===== src/rtl/vector_sequencer.sv =====
// Command FIFO feeding a line engine through a draw/jump strobe handshake.
// Optional pattern generator enabled by defining PATTERN_GEN_EN.
module vector_sequencer #(
    parameter int unsigned COORD_W = 12,
    parameter int unsigned DEPTH   = 16,
    parameter int unsigned STEP_X  = 5,
    parameter int unsigned STEP_Y  = 10
) (
    input  logic                       clk,
    input  logic                       reset,
    input  logic                       cmd_valid,
    output logic                       cmd_ready,
    input  logic [COORD_W-1:0]         cmd_x,
    input  logic [COORD_W-1:0]         cmd_y,
    input  logic                       cmd_draw,
    output logic [COORD_W-1:0]         x,
    output logic [COORD_W-1:0]         y,
    output logic                       draw,
    output logic                       jump,
    input  logic                       ready,
    output logic                       busy,
    output logic [$clog2(DEPTH):0]     count
`ifdef PATTERN_GEN_EN
    ,
    input  logic                       pattern_en
`endif
);

    localparam int unsigned AW = $clog2(DEPTH);
    localparam int unsigned CW = AW + 1;
    localparam int unsigned EW = 2 * COORD_W + 1;

    typedef enum logic [1:0] {
        IDLE      = 2'd0,
        ISSUE     = 2'd1,
        WAIT_ACK  = 2'd2,
        WAIT_DONE = 2'd3
    } state_e;

    logic [EW-1:0]      mem_q [DEPTH];
    logic [AW-1:0]      wr_ptr_q;
    logic [AW-1:0]      rd_ptr_q;
    logic [CW-1:0]      count_q;
    state_e             state_q;
    logic [COORD_W-1:0] x_q;
    logic [COORD_W-1:0] y_q;
    logic [COORD_W-1:0] cur_x_q;
    logic [COORD_W-1:0] cur_y_q;
    logic               cur_draw_q;
    logic               draw_q;
    logic               jump_q;

    logic               full_d;
    logic               push_d;
    logic               pop_d;
    logic [EW-1:0]      push_data_d;

`ifdef PATTERN_GEN_EN
    logic [COORD_W-1:0] px_q;
    logic [COORD_W-1:0] py_q;
    logic               gen_push_d;
`endif

    // Push source selection: external commands always win over the generator.
    always_comb begin
        full_d      = (count_q == CW'(DEPTH));
        push_d      = cmd_valid && !full_d;
        push_data_d = {cmd_x, cmd_y, cmd_draw};
`ifdef PATTERN_GEN_EN
        gen_push_d  = pattern_en && !cmd_valid && !full_d;
        if (gen_push_d) begin
            push_d      = 1'b1;
            push_data_d = {px_q, py_q, 1'b0};
        end
`endif
        pop_d       = (state_q == IDLE) && (count_q != '0) && ready;
    end

    always_ff @(posedge clk) begin
        if (push_d && !reset) begin
            mem_q[wr_ptr_q] <= push_data_d;
        end
    end

    // FIFO pointers and occupancy; pointers wrap naturally as DEPTH is a power of two.
    always_ff @(posedge clk) begin
        if (reset) begin
            wr_ptr_q <= '0;
            rd_ptr_q <= '0;
            count_q  <= '0;
        end else begin
            if (push_d) begin
                wr_ptr_q <= wr_ptr_q + AW'(1);
            end
            if (pop_d) begin
                rd_ptr_q <= rd_ptr_q + AW'(1);
            end
            count_q <= count_q + CW'(push_d) - CW'(pop_d);
        end
    end

`ifdef PATTERN_GEN_EN
    always_ff @(posedge clk) begin
        if (reset) begin
            px_q <= '0;
            py_q <= '0;
        end else if (gen_push_d) begin
            px_q <= px_q + COORD_W'(STEP_X);
            py_q <= py_q + COORD_W'(STEP_Y);
        end
    end
`endif

    // Handshake FSM: the popped entry is staged one cycle, then presented with its strobe.
    always_ff @(posedge clk) begin
        if (reset) begin
            state_q    <= IDLE;
            x_q        <= '0;
            y_q        <= '0;
            cur_x_q    <= '0;
            cur_y_q    <= '0;
            cur_draw_q <= 1'b0;
            draw_q     <= 1'b0;
            jump_q     <= 1'b0;
        end else begin
            draw_q <= 1'b0;
            jump_q <= 1'b0;
            case (state_q)
                IDLE: begin
                    if (pop_d) begin
                        {cur_x_q, cur_y_q, cur_draw_q} <= mem_q[rd_ptr_q];
                        state_q <= ISSUE;
                    end
                end
                ISSUE: begin
                    x_q     <= cur_x_q;
                    y_q     <= cur_y_q;
                    draw_q  <= cur_draw_q;
                    jump_q  <= !cur_draw_q;
                    state_q <= WAIT_ACK;
                end
                WAIT_ACK: begin
                    if (!ready) begin
                        state_q <= WAIT_DONE;
                    end
                end
                WAIT_DONE: begin
                    if (ready) begin
                        state_q <= IDLE;
                    end
                end
                default: state_q <= IDLE;
            endcase
        end
    end

    assign cmd_ready = !full_d;
    assign count     = count_q;
    assign x         = x_q;
    assign y         = y_q;
    assign draw      = draw_q;
    assign jump      = jump_q;
    assign busy      = (state_q != IDLE);

endmodule


===== config.mk =====
export PLATFORM = sky130hd
export DESIGN_NAME = vector_sequencer
export DESIGN_NICKNAME = d
export VERILOG_FILES = /design/src/rtl/vector_sequencer.sv
export SDC_FILE = /design/constraint.sdc
export NUM_CORES = 1
export LEC_CHECK = 0
export ABC_AREA = 1
export BUFFER_PORTS_ARGS = -buffer_cell sky130_fd_sc_hd__buf_2
export CORE_UTILIZATION = 62
export DETAILED_ROUTE_END_ITERATION = 8
export PLACE_DENSITY = 0.77
export SYNTH_ARGS = -nofsm -noshare
export SYNTH_HDL_FRONTEND = slang
export SYNTH_SLANG_ARGS = --single-unit
export TNS_END_PERCENT = 1

===== constraint.sdc =====
create_clock -name clk -period 4.01 [get_ports clk]
set_input_delay 0.401 -clock clk [delete_from_list [all_inputs] [get_ports clk]]
set_output_delay 0.401 -clock clk [all_outputs]
set_load 0.01 [all_outputs]

==> results of run 1 <==
## cells in the mapped netlist (all sizes together)
| cell | n |
|---|---|
| nand2 | 642 |
| edfxtp | 400 |
| nand3 | 281 |
| inv | 268 |
| buf | 69 |
| dfxtp | 66 |
| nor2 | 63 |
| a21oi | 38 |
| o21ai | 32 |
| clkbuf | 31 |
| ha | 16 |
| nor3 | 11 |
| nand4 | 3 |
| xor2 | 3 |
| clkinv | 2 |
| fa | 1 |
| mux2i | 1 |
| o31ai | 1 |
## cell families after synthesis
group,count (synthesis),share of synthesized area [%]
and+or+nand+nor,1000,21.1
xor gates and xnor gates,3,0.134
AOI/OAI and AO/OA,71,1.83
DFF,466,68.2
muxes,1,0.0512
buffers and inverters,370,7.52
adders and majority gates,17,1.13
## critical path, cell delays in order (launching register included)
cell,delay [ns]
dfxtp_1,0.35
inv_1,0.07
ha_1,0.20
nand4_1,0.10
nand2_1,0.16
nor2_1,0.24
nand2_1,0.29
nor2_4,0.83
## layer usage
layer / vias to the layer above / global-route usage [%] / wire length (um)
met5: - / 0 / 0
met4: 0 / 10.3 / 1490
met3: 107 / 5.69 / 4620
met2: 674 / 44.8 / 20800
met1: 6294 / 39.9 / 18300
li1: 6335 / - / -
## cell type report
class,count,share of cell area (%)
inverter,270,4.69
clock buffer,68,6.10
clock inverter,17,0.611
timing repair buffer,88,2.57
multi-input combinational,1092,22.3
sequential,466,61.5
tap,396,2.28
## sequential cells by signal, summed over array words and instances, names as in the netlist
signal	count
cur_y_q	12
x	12
jump	1
cur_x_q	12
y	12
state_q	2
draw	1
count	5
mem_q	400
rd_ptr_q	4
wr_ptr_q	4
cur_draw_q	1
## worst paths after layout
path / start / to / cells after the start
worst min-delay path: cmd_x[11] / mem_q[15][24]$_DFFE_PP_ / 1
worst min register to register: cur_draw_q$_SDFFE_PP0P_ / jump$_SDFF_PP0_ / 1
worst max register to register: count[2]$_SDFF_PP0_ / mem_q[8][8]$_DFFE_PP_ / 7
worst max-delay path: count[2]$_SDFF_PP0_ / mem_q[8][8]$_DFFE_PP_ / 7
## power by group through the flow
stage	clock network, mW	registers (mW)	logic [mW]
finish	4.13	5.79	3.53
global route	4.34	5.82	3.95
CTS	4.17	5.79	3.50
detailed placement	0	5.89	3.46
global placement	0	5.87	3.37
floorplan	0	5.87	2.47
==> flow_summary.json, run 1 <==
{
  "status": "finished with violations",
  "violations": "design-rule violations",
  "finalPower_mw": 13.4,
  "postPlaceCellArea_um2": 20300,
  "first_iter_violations": 1535,
  "initial_core_util_pct": 63.4,
  "post_cts_resized": 0,
  "grt_pass1_vias": 12900,
  "end_kind": "flip-flop",
  "ant_nets": 0,
  "pre_cts_ws_ns": 1.37,
  "tightestPinTransition_ns": 1.09,
  "grt_max_degree": 203,
  "synthCells": 1928,
  "num_rows": 64,
  "clock_latency_ns": 0.54,
  "power_switching_mw": 4.38,
  "slew_headroom_pct": 27.0,
  "port_buffers": 61,
  "die_h_um": 180,
  "netlist_area_um2": 19500,
  "place_inst": 2312,
  "cts_hold_buf": 0,
  "clk_pin_slew_ns": 0.06,
  "regArea_um2": 13300,
  "area_growth_pct": 11.1,
  "final_nets": 2010,
  "yosysWarnings": 0,
  "ys_seq_area_share_pct": 68.2,
  "clockPowerShare_pct": 30.7,
  "coreArea_um2": 30800,
  "drv_cap": 0,
  "layout_commonest_cell": "nand2_1",
  "cts_made_buffers": 46,
  "seq_power_share_pct": 43.0,
  "min_path_type": "input pin to flip-flop",
  "fin_crit_ns": 2.64,
  "gp_congestion": 0.813,
  "cp.required_ns": 4.16,
  "report.final.slew_viol_count": 0,
  "fin_hold_ws_ns": 0.228,
  "ir_drop_mv": 0.439,
  "vias": 13400,
  "rsz0062_at_grt": "false",
  "io_pins": 62,
  "cts_tree": "built",
  "fin_ws_ns": 1.37,
  "synth-seq-cells": 466,
  "drc": 12,
  "synth_area_per_cell_um2": 10.1,
  "cts_sinks": 466,
  "yosys.area.top_type_share_pct": 61.5,
  "pwr-share-comb_pct": 26.3,
  "final_cell_mix": "nand2_1, edfxtp_1, nand3_1",
  "ys_top_cells_by_area": "edfxtp_1, nand2_1, nand3_1",
  "hold_violations": 0,
  "drt_wl_total_um": 45200,
  "htreeDepth": 2,
  "die_w_um": 180,
  "post_cts_buffers": 0,
  "num-fill-cells": 2125,
  "routedWlPerCell_um": 18.9,
  "cts.path.max_buffers": 3,
  "antenna_found_initial": 0,
  "multi_input_area_um2": 4840,
  "synth.distinct_cells": 21,
  "setup_viol": 0,
  "drive_gt1_share_pct": 8.85,
  "worstSetupStartpointType": "flip-flop",
  "antenna_cells": 0,
  "p_per_area_nw_per_um2": 619,
  "synth_nets": 1974,
  "fin_util_pct": 70.4,
  "skew_ns": 0.0135,
  "intPower_mw": 9.07,
  "critPathKind": "flip-flop to flip-flop",
  "synth_top_area_cell": "edfxtp_1",
  "setup-tns-final_ns": 0,
  "finalInstanceArea_um2": 21700,
  "crit_arrival_ns": 2.79,
  "switching_share_pct": 32.6,
  "p_leak_nw": 9.21,
  "via_per_inst": 5.59,
  "dieArea_um2": 32200,
  "hpwl_um": 25300,
  "period_share_pct": 65.9,
  "cts_root_buf": "clkbuf_16",
  "grt_pass1_wl_um": 70700,
  "grt_use_total_pct": 28.5,
  "reg2reg_slack_ns": 1.37,
  "final_cell_count_no_fill": 2397,
  "dr.pass1.iters": 7,
  "grt_overflow": 0,
  "cp_max_fo": 25,
  "fmax_mhz": 378
}
Note: power is estimated with default switching activity, not from simulation.
==> run 2, diff against run 1 <==
--- a/config.mk
+++ b/config.mk
@@ -7,9 +7,9 @@
 export LEC_CHECK = 0
 export ABC_AREA = 1
 export BUFFER_PORTS_ARGS = -buffer_cell sky130_fd_sc_hd__buf_2
-export CORE_UTILIZATION = 62
+export CORE_UTILIZATION = 56
 export DETAILED_ROUTE_END_ITERATION = 8
-export PLACE_DENSITY = 0.77
+export PLACE_DENSITY = 0.73
 export SYNTH_ARGS = -nofsm -noshare
 export SYNTH_HDL_FRONTEND = slang
 export SYNTH_SLANG_ARGS = --single-unit
==> constraint.sdc (replaced) <==
create_clock -name clk -period 2.4 [get_ports clk]
set_input_delay 0.24 -clock clk [delete_from_list [all_inputs] [get_ports clk]]
set_output_delay 0.24 -clock clk [all_outputs]
set_load 0.01 [all_outputs]
==> run 2 against run 1 <==
  * Sequential share of layout area decreased by 2.0 points
  * Via count rose by 1.0%
  * Utilization down 5.2 points
  * Combinational power is 79% higher
  * Largest cell class unchanged
  * Sequential cell count did not move
  * Worst hold slack got worse by 0.16 ns
  * Final area up 3.4%
  * Cell count grew 3.9%
  * Non-clock buffer count increased by 35
  * The run still ends with design-rule violations left
  * Worst setup slack got worse by 1.3 ns
  * Die area increased by 11%
==> flow_summary.json, run 2 (synthesized netlist as in run 1, its figures left out) <==
{
  "crit_arrival_ns": 2.79,
  "cp_max_fo": 2,
  "power_switching_mw": 7.49,
  "first_iter_violations": 1124,
  "num_rows": 68,
  "end_kind": "flip-flop",
  "clockPowerShare_pct": 32.0,
  "report.final.slew_viol_count": 0,
  "antenna_found_initial": 0,
  "critPathKind": "flip-flop to flip-flop",
  "slowest_stage": "fa_2",
  "cp_cell_sequence": "inv_1 > ha_1 > nand4_1 > nand3_1 > inv_1 > ha_1 > inv_1 > ha_1 > inv_1 > fa_2 > o31ai_4 > o21ai_0 > a21oi_1",
  "cts_root_buf": "clkbuf_16",
  "finalInstanceArea_um2": 22500,
  "final_cell_mix": "nand2_1, edfxtp_1, nand3_1",
  "fmax_mhz": 432,
  "status": "finished with violations",
  "drt_wl_total_um": 44700,
  "intPower_mw": 15.9,
  "drive_gt1_share_pct": 10.8,
  "fin_ws_ns": 0.0868,
  "hold_violations": 0,
  "area_growth_pct": 14.9,
  "tightestPinTransition_ns": 0.598,
  "initial_core_util_pct": 56.7,
  "drc": 1,
  "final_nets": 2046,
  "p_per_area_nw_per_um2": 1040,
  "drv_cap": 0,
  "die_h_um": 189,
  "top_register": "mem_q",
  "io_pins": 62,
  "cp_common_cell": "inv_1",
  "fin_crit_ns": 2.31,
  "crit_start": "count[2]$_SDFF_PP0_",
  "cts_tree": "built",
  "period_share_pct": 96.4,
  "p_leak_nw": 9.55,
  "grt_pass1_wl_um": 70200,
  "port_buffers": 61,
  "htreeDepth": 2,
  "clk_pin_slew_ns": 0.06,
  "cts.path.max_buffers": 3,
  "reg2reg_slack_ns": 0.09,
  "cp.depth": 13,
  "coreArea_um2": 34500,
  "setup_viol": 0,
  "layout_commonest_cell": "nand2_1",
  "violations": "design-rule violations",
  "cts_sinks": 466,
  "ant_nets": 0,
  "cp-endpoint": "count[4]$_SDFF_PP0_",
  "min_path_type": "input pin to flip-flop",
  "worstSetupStartpointType": "flip-flop",
  "ir_drop_mv": 0.946,
  "crit_buf_inv": 4,
  "postPlaceCellArea_um2": 20800,
  "rsz0062_at_grt": "false",
  "routedWlPerCell_um": 18.0,
  "skew_ns": 0.0298,
  "crit_family": "adder cells",
  "vias": 13500,
  "worstReg2RegEnd": "count[4]$_SDFF_PP0_",
  "clock_latency_ns": 0.57,
  "slew_headroom_pct": 60.1,
  "grt_max_degree": 118,
  "seq_power_share_pct": 41.0,
  "grt_overflow": 0,
  "grt_pass1_vias": 13200,
  "via_per_inst": 5.44,
  "pre_cts_ws_ns": -0.0568,
  "slowest_delay_ns": 0.37,
  "post_cts_buffers": 0,
  "switching_share_pct": 32.0,
  "grt_use_total_pct": 25.6,
  "die_w_um": 189,
  "place_inst": 2406,
  "regToRegStartpoint": "count[2]$_SDFF_PP0_",
  "gp_congestion": 0.825,
  "cp.required_ns": 2.88,
  "cts_made_buffers": 47,
  "largest_reg_flops": 400,
  "cts_hold_buf": 0,
  "pwr-share-comb_pct": 27.0,
  "dr.pass1.iters": 8,
  "dieArea_um2": 35600,
  "hpwl_um": 25800,
  "final_cell_count_no_fill": 2491,
  "reg2reg_depth": 13,
  "antenna_cells": 0
}
==> run 2: cell count changes in the layout (fill, tap and decap cells not counted), sizes merged <==
cell	previous run	this run
clkbuf	68	61
inv	269	270
clkinvlp	1	2
buf	88	123
bufinv	2	7
==> run 2: worst min path at each step <==
stage	slack (ns)	depth (start not counted)	end	from
after floorplan	0.34	0	mem_q[0][0]$_DFFE_PP_	cmd_draw
after global placement	0.44	2	x[2]$_SDFFE_PP0N_	cur_x_q[2]$_SDFFE_PP0P_
after detailed placement	0.44	1	jump$_SDFF_PP0_	cur_draw_q$_SDFFE_PP0P_
after CTS	0.04	1	mem_q[4][11]$_DFFE_PP_	cmd_y[10]
after global routing	0.05	1	mem_q[4][11]$_DFFE_PP_	cmd_y[10]
final	0.06	1	mem_q[4][20]$_DFFE_PP_	cmd_x[7]
==> run 2: layer usage <==
metal  part of all wire [%]  GRT usage, %  routed length (um)
met1                     41          34.3               18500
met2                     49          43.1               21700
met3                    7.5          3.46                3380
met4                    2.5          8.28                1130
met5                      0             0                   0
==> run 2: final cells by class <==
| cell class | instances | area, um^2 |
|---|---|---|
| clock inverters | 24 | 312 |
| fillers | 2589 | 12000 |
| well taps | 455 | 569 |
| repair buffers | 123 | 1020 |
| inverters | 270 | 1020 |
| flip-flops and latches | 466 | 13300 |
| clock buffers | 61 | 1290 |
| multi-input cells | 1092 | 4910 |
==> run 2: worst register-to-register path: cells and delay by family, from the launching register on <==
kind,cells,cell delay (ns)
flip-flops,1,0.31
AND/OR/NAND/NOR,2,0.22
buffers and inverters,4,0.28
AO/OA/AOI/OAI,3,0.44
adder cells (fa/ha/maj),4,1.01
==> run 2: power groups by stage <==
stage	logic, mW	registers (mW)	clock network [mW]
global route	7.05	9.65	7.92
finish	6.32	9.60	7.50
CTS	6.25	9.60	7.58
detailed placement	6.16	9.76	0
floorplan	4.13	9.80	0
global placement	5.98	9.73	0
==> run 2: stage by stage <==
step / setup TNS [ns] / utilization [%] / hold slack [ns] / power [mW]
after floorplan: -100.34 / - / 0.339 / 13.9
after global placement: 0 / 60.5 / 0.441 / 15.7
after detailed placement: -0.0568 / 60.5 / 0.443 / 15.9
after CTS: 0 / 65.2 / 0.0386 / 23.4
after global routing: 0 / 65.2 / 0.0477 / 24.6
final: 0 / 65.2 / 0.0636 / 23.4
==> run 2: what timing repair did <==
| action | CTS | global route |
|---|---|---|
| gates resized for setup | 2 | 1 |
| pin swaps | 1 | 1 |
| setup endpoints to repair | 1 | 1 |
==> run 3, diff against run 2 <==
--- a/config.mk
+++ b/config.mk
@@ -7,8 +7,10 @@
 export LEC_CHECK = 0
 export ABC_AREA = 1
 export BUFFER_PORTS_ARGS = -buffer_cell sky130_fd_sc_hd__buf_2
+export CORE_MARGIN = 10
 export CORE_UTILIZATION = 56
 export DETAILED_ROUTE_END_ITERATION = 8
+export GPL_TIMING_DRIVEN = 0
 export PLACE_DENSITY = 0.73
 export SYNTH_ARGS = -nofsm -noshare
 export SYNTH_HDL_FRONTEND = slang
==> run 3 against run 2 <==
  * Sequential power about the same
  * First-iteration DRC count increased by 69%
  * The run ends with negative setup slack left
  * Final area increased by 1.3%
  * Sequential cell count unchanged
  * Clock skew decreased by 0.012 ns
  * Combinational power increased by 12%
  * Non-clock buffer count increased by 63
  * Die area increased by 20%
  * Highest routed layer unchanged
==> flow_summary.json, run 3 (synthesized netlist as in run 1, its figures left out) <==
{
  "cts_made_buffers": 47,
  "largest_reg_flops": 400,
  "crit_arrival_ns": 2.78,
  "slowest_stage": "nor3_4",
  "crit_buf_inv": 3,
  "report.final.slew_viol_count": 0,
  "crit_family": "simple AND/OR/NAND/NOR gates",
  "setup-tns-final_ns": -5.04,
  "cts_root_buf": "clkbuf_16",
  "dieArea_um2": 42800,
  "grt_pass1_vias": 14000,
  "cp_cell_sequence": "inv_1 > ha_2 > nand4_1 > nand2_2 > nor2_1 > inv_1 > nor3_4 > buf_16",
  "worstSetupStartpointType": "flip-flop",
  "grt_overflow": 0,
  "drc": 0,
  "antenna_found_initial": 1,
  "final_cell_mix": "nand2_1, edfxtp_1, nand3_1",
  "setup_viol": 89,
  "via_per_inst": 5.62,
  "final_cell_count_no_fill": 2556,
  "finalInstanceArea_um2": 22700,
  "min_path_type": "input pin to flip-flop",
  "top_register": "mem_q",
  "slew_headroom_pct": 37.5,
  "cts.path.max_buffers": 3,
  "dr.pass1.iters": 7,
  "hpwl_um": 36400,
  "die_h_um": 207,
  "drt_wl_total_um": 55500,
  "htreeDepth": 2,
  "pre_cts_ws_ns": -0.676,
  "reg2reg_slack_ns": -0.11,
  "cp_common_cell": "inv_1",
  "postPlaceCellArea_um2": 21100,
  "clock_latency_ns": 0.57,
  "fin_util_pct": 66.0,
  "routedWlPerCell_um": 21.7,
  "cp.required_ns": 2.67,
  "p_per_area_nw_per_um2": 1060,
  "area_growth_pct": 16.4,
  "end_kind": "flip-flop",
  "ant_nets": 0,
  "finalPower_mw": 24.0,
  "violations": "negative setup slack",
  "coreArea_um2": 34500,
  "cts_sinks": 466,
  "tightestPinTransition_ns": 0.934,
  "num-fill-cells": 2538,
  "hold_violations": 0,
  "period_share_pct": 105,
  "drv_cap": 0,
  "fin_hold_ws_ns": 0.0296,
  "cts_hold_buf": 0,
  "vias": 14400,
  "critPathKind": "flip-flop to flip-flop",
  "first_iter_violations": 1905,
  "rsz0062_at_grt": "true",
  "skew_ns": 0.0175,
  "cts_tree": "built",
  "cp_max_fo": 15,
  "ir_drop_mv": 0.678,
  "grt_max_degree": 19,
  "io_pins": 62,
  "port_buffers": 61,
  "grt_pass1_wl_um": 82500,
  "slowest_delay_ns": 0.70,
  "status": "finished with violations",
  "place_inst": 2464,
  "drive_gt1_share_pct": 11.7,
  "num_rows": 68,
  "final_nets": 2109,
  "p_leak_nw": 9.68,
  "layout_commonest_cell": "nand2_1",
  "fmax_mhz": 398,
  "grt_use_total_pct": 25.9,
  "fin_ws_ns": -0.110,
  "clk_pin_slew_ns": 0.06,
  "gp_congestion": 0.899,
  "fin_crit_ns": 2.51,
  "die_w_um": 207,
  "initial_core_util_pct": 56.7
}
run 3: where the power goes:
| part | internal, mW | switching (mW) |
|---|---|---|
| combinational | 2.04 | 5.05 |
| sequential | 9.33 | 0.254 |
| clock | 4.30 | 3.07 |
| total | 15.7 | 8.37 |
run 3: final timing paths:
| check | end | from | depth (start not counted) |
|---|---|---|---|
| setup / recovery | mem_q[2][22]$_DFFE_PP_ | count[3]$_SDFF_PP0_ | 8 |
| hold / removal | wr_ptr_q[1]$_SDFFE_PP0P_ | cmd_valid | 3 |
| setup reg to reg | mem_q[2][22]$_DFFE_PP_ | count[3]$_SDFF_PP0_ | 8 |
| hold reg to reg | jump$_SDFF_PP0_ | cur_draw_q$_SDFFE_PP0P_ | 1 |
run 3: cell type report:
class | count | area (um^2) | share of cell area [%]
tap | 455 | 569 | 2.50
buffer | 99 | 460 | 2.02
antenna | 1 | 2.50 | 0.0110
clock buffer | 58 | 1270 | 5.60
multi-input combinational | 1092 | 4920 | 21.7
inverter | 270 | 1010 | 4.46
timing repair buffer | 87 | 888 | 3.91
clock inverter | 28 | 273 | 1.20
sequential | 466 | 13300 | 58.6
run 3: what timing repair did:
action | in CTS | in global routing
endpoints found under the setup margin | 232 | 229
hold endpoints to repair | 0 | 0
buffers inserted | 4 | 2
pin swaps | 4 | 4
resized for setup | 13 | 3
run 3: layer usage:
metal | routed length [um] | track usage (%) | vias up
li1 | - | - | 6550
met1 | 20300 | 33.8 | 6733
met2 | 26000 | 41.8 | 924
met3 | 6980 | 4.84 | 158
met4 | 2310 | 11.4 | 0
met5 | 0 | 0 | -
run 3: worst reg2reg max path, cell delays in order, from the launching register on:
cell,delay [ns]
dfxtp_2,0.35
inv_1,0.07
ha_2,0.17
nand4_1,0.11
nand2_2,0.11
nor2_1,0.20
inv_1,0.23
nor3_4,0.70
buf_16,0.25
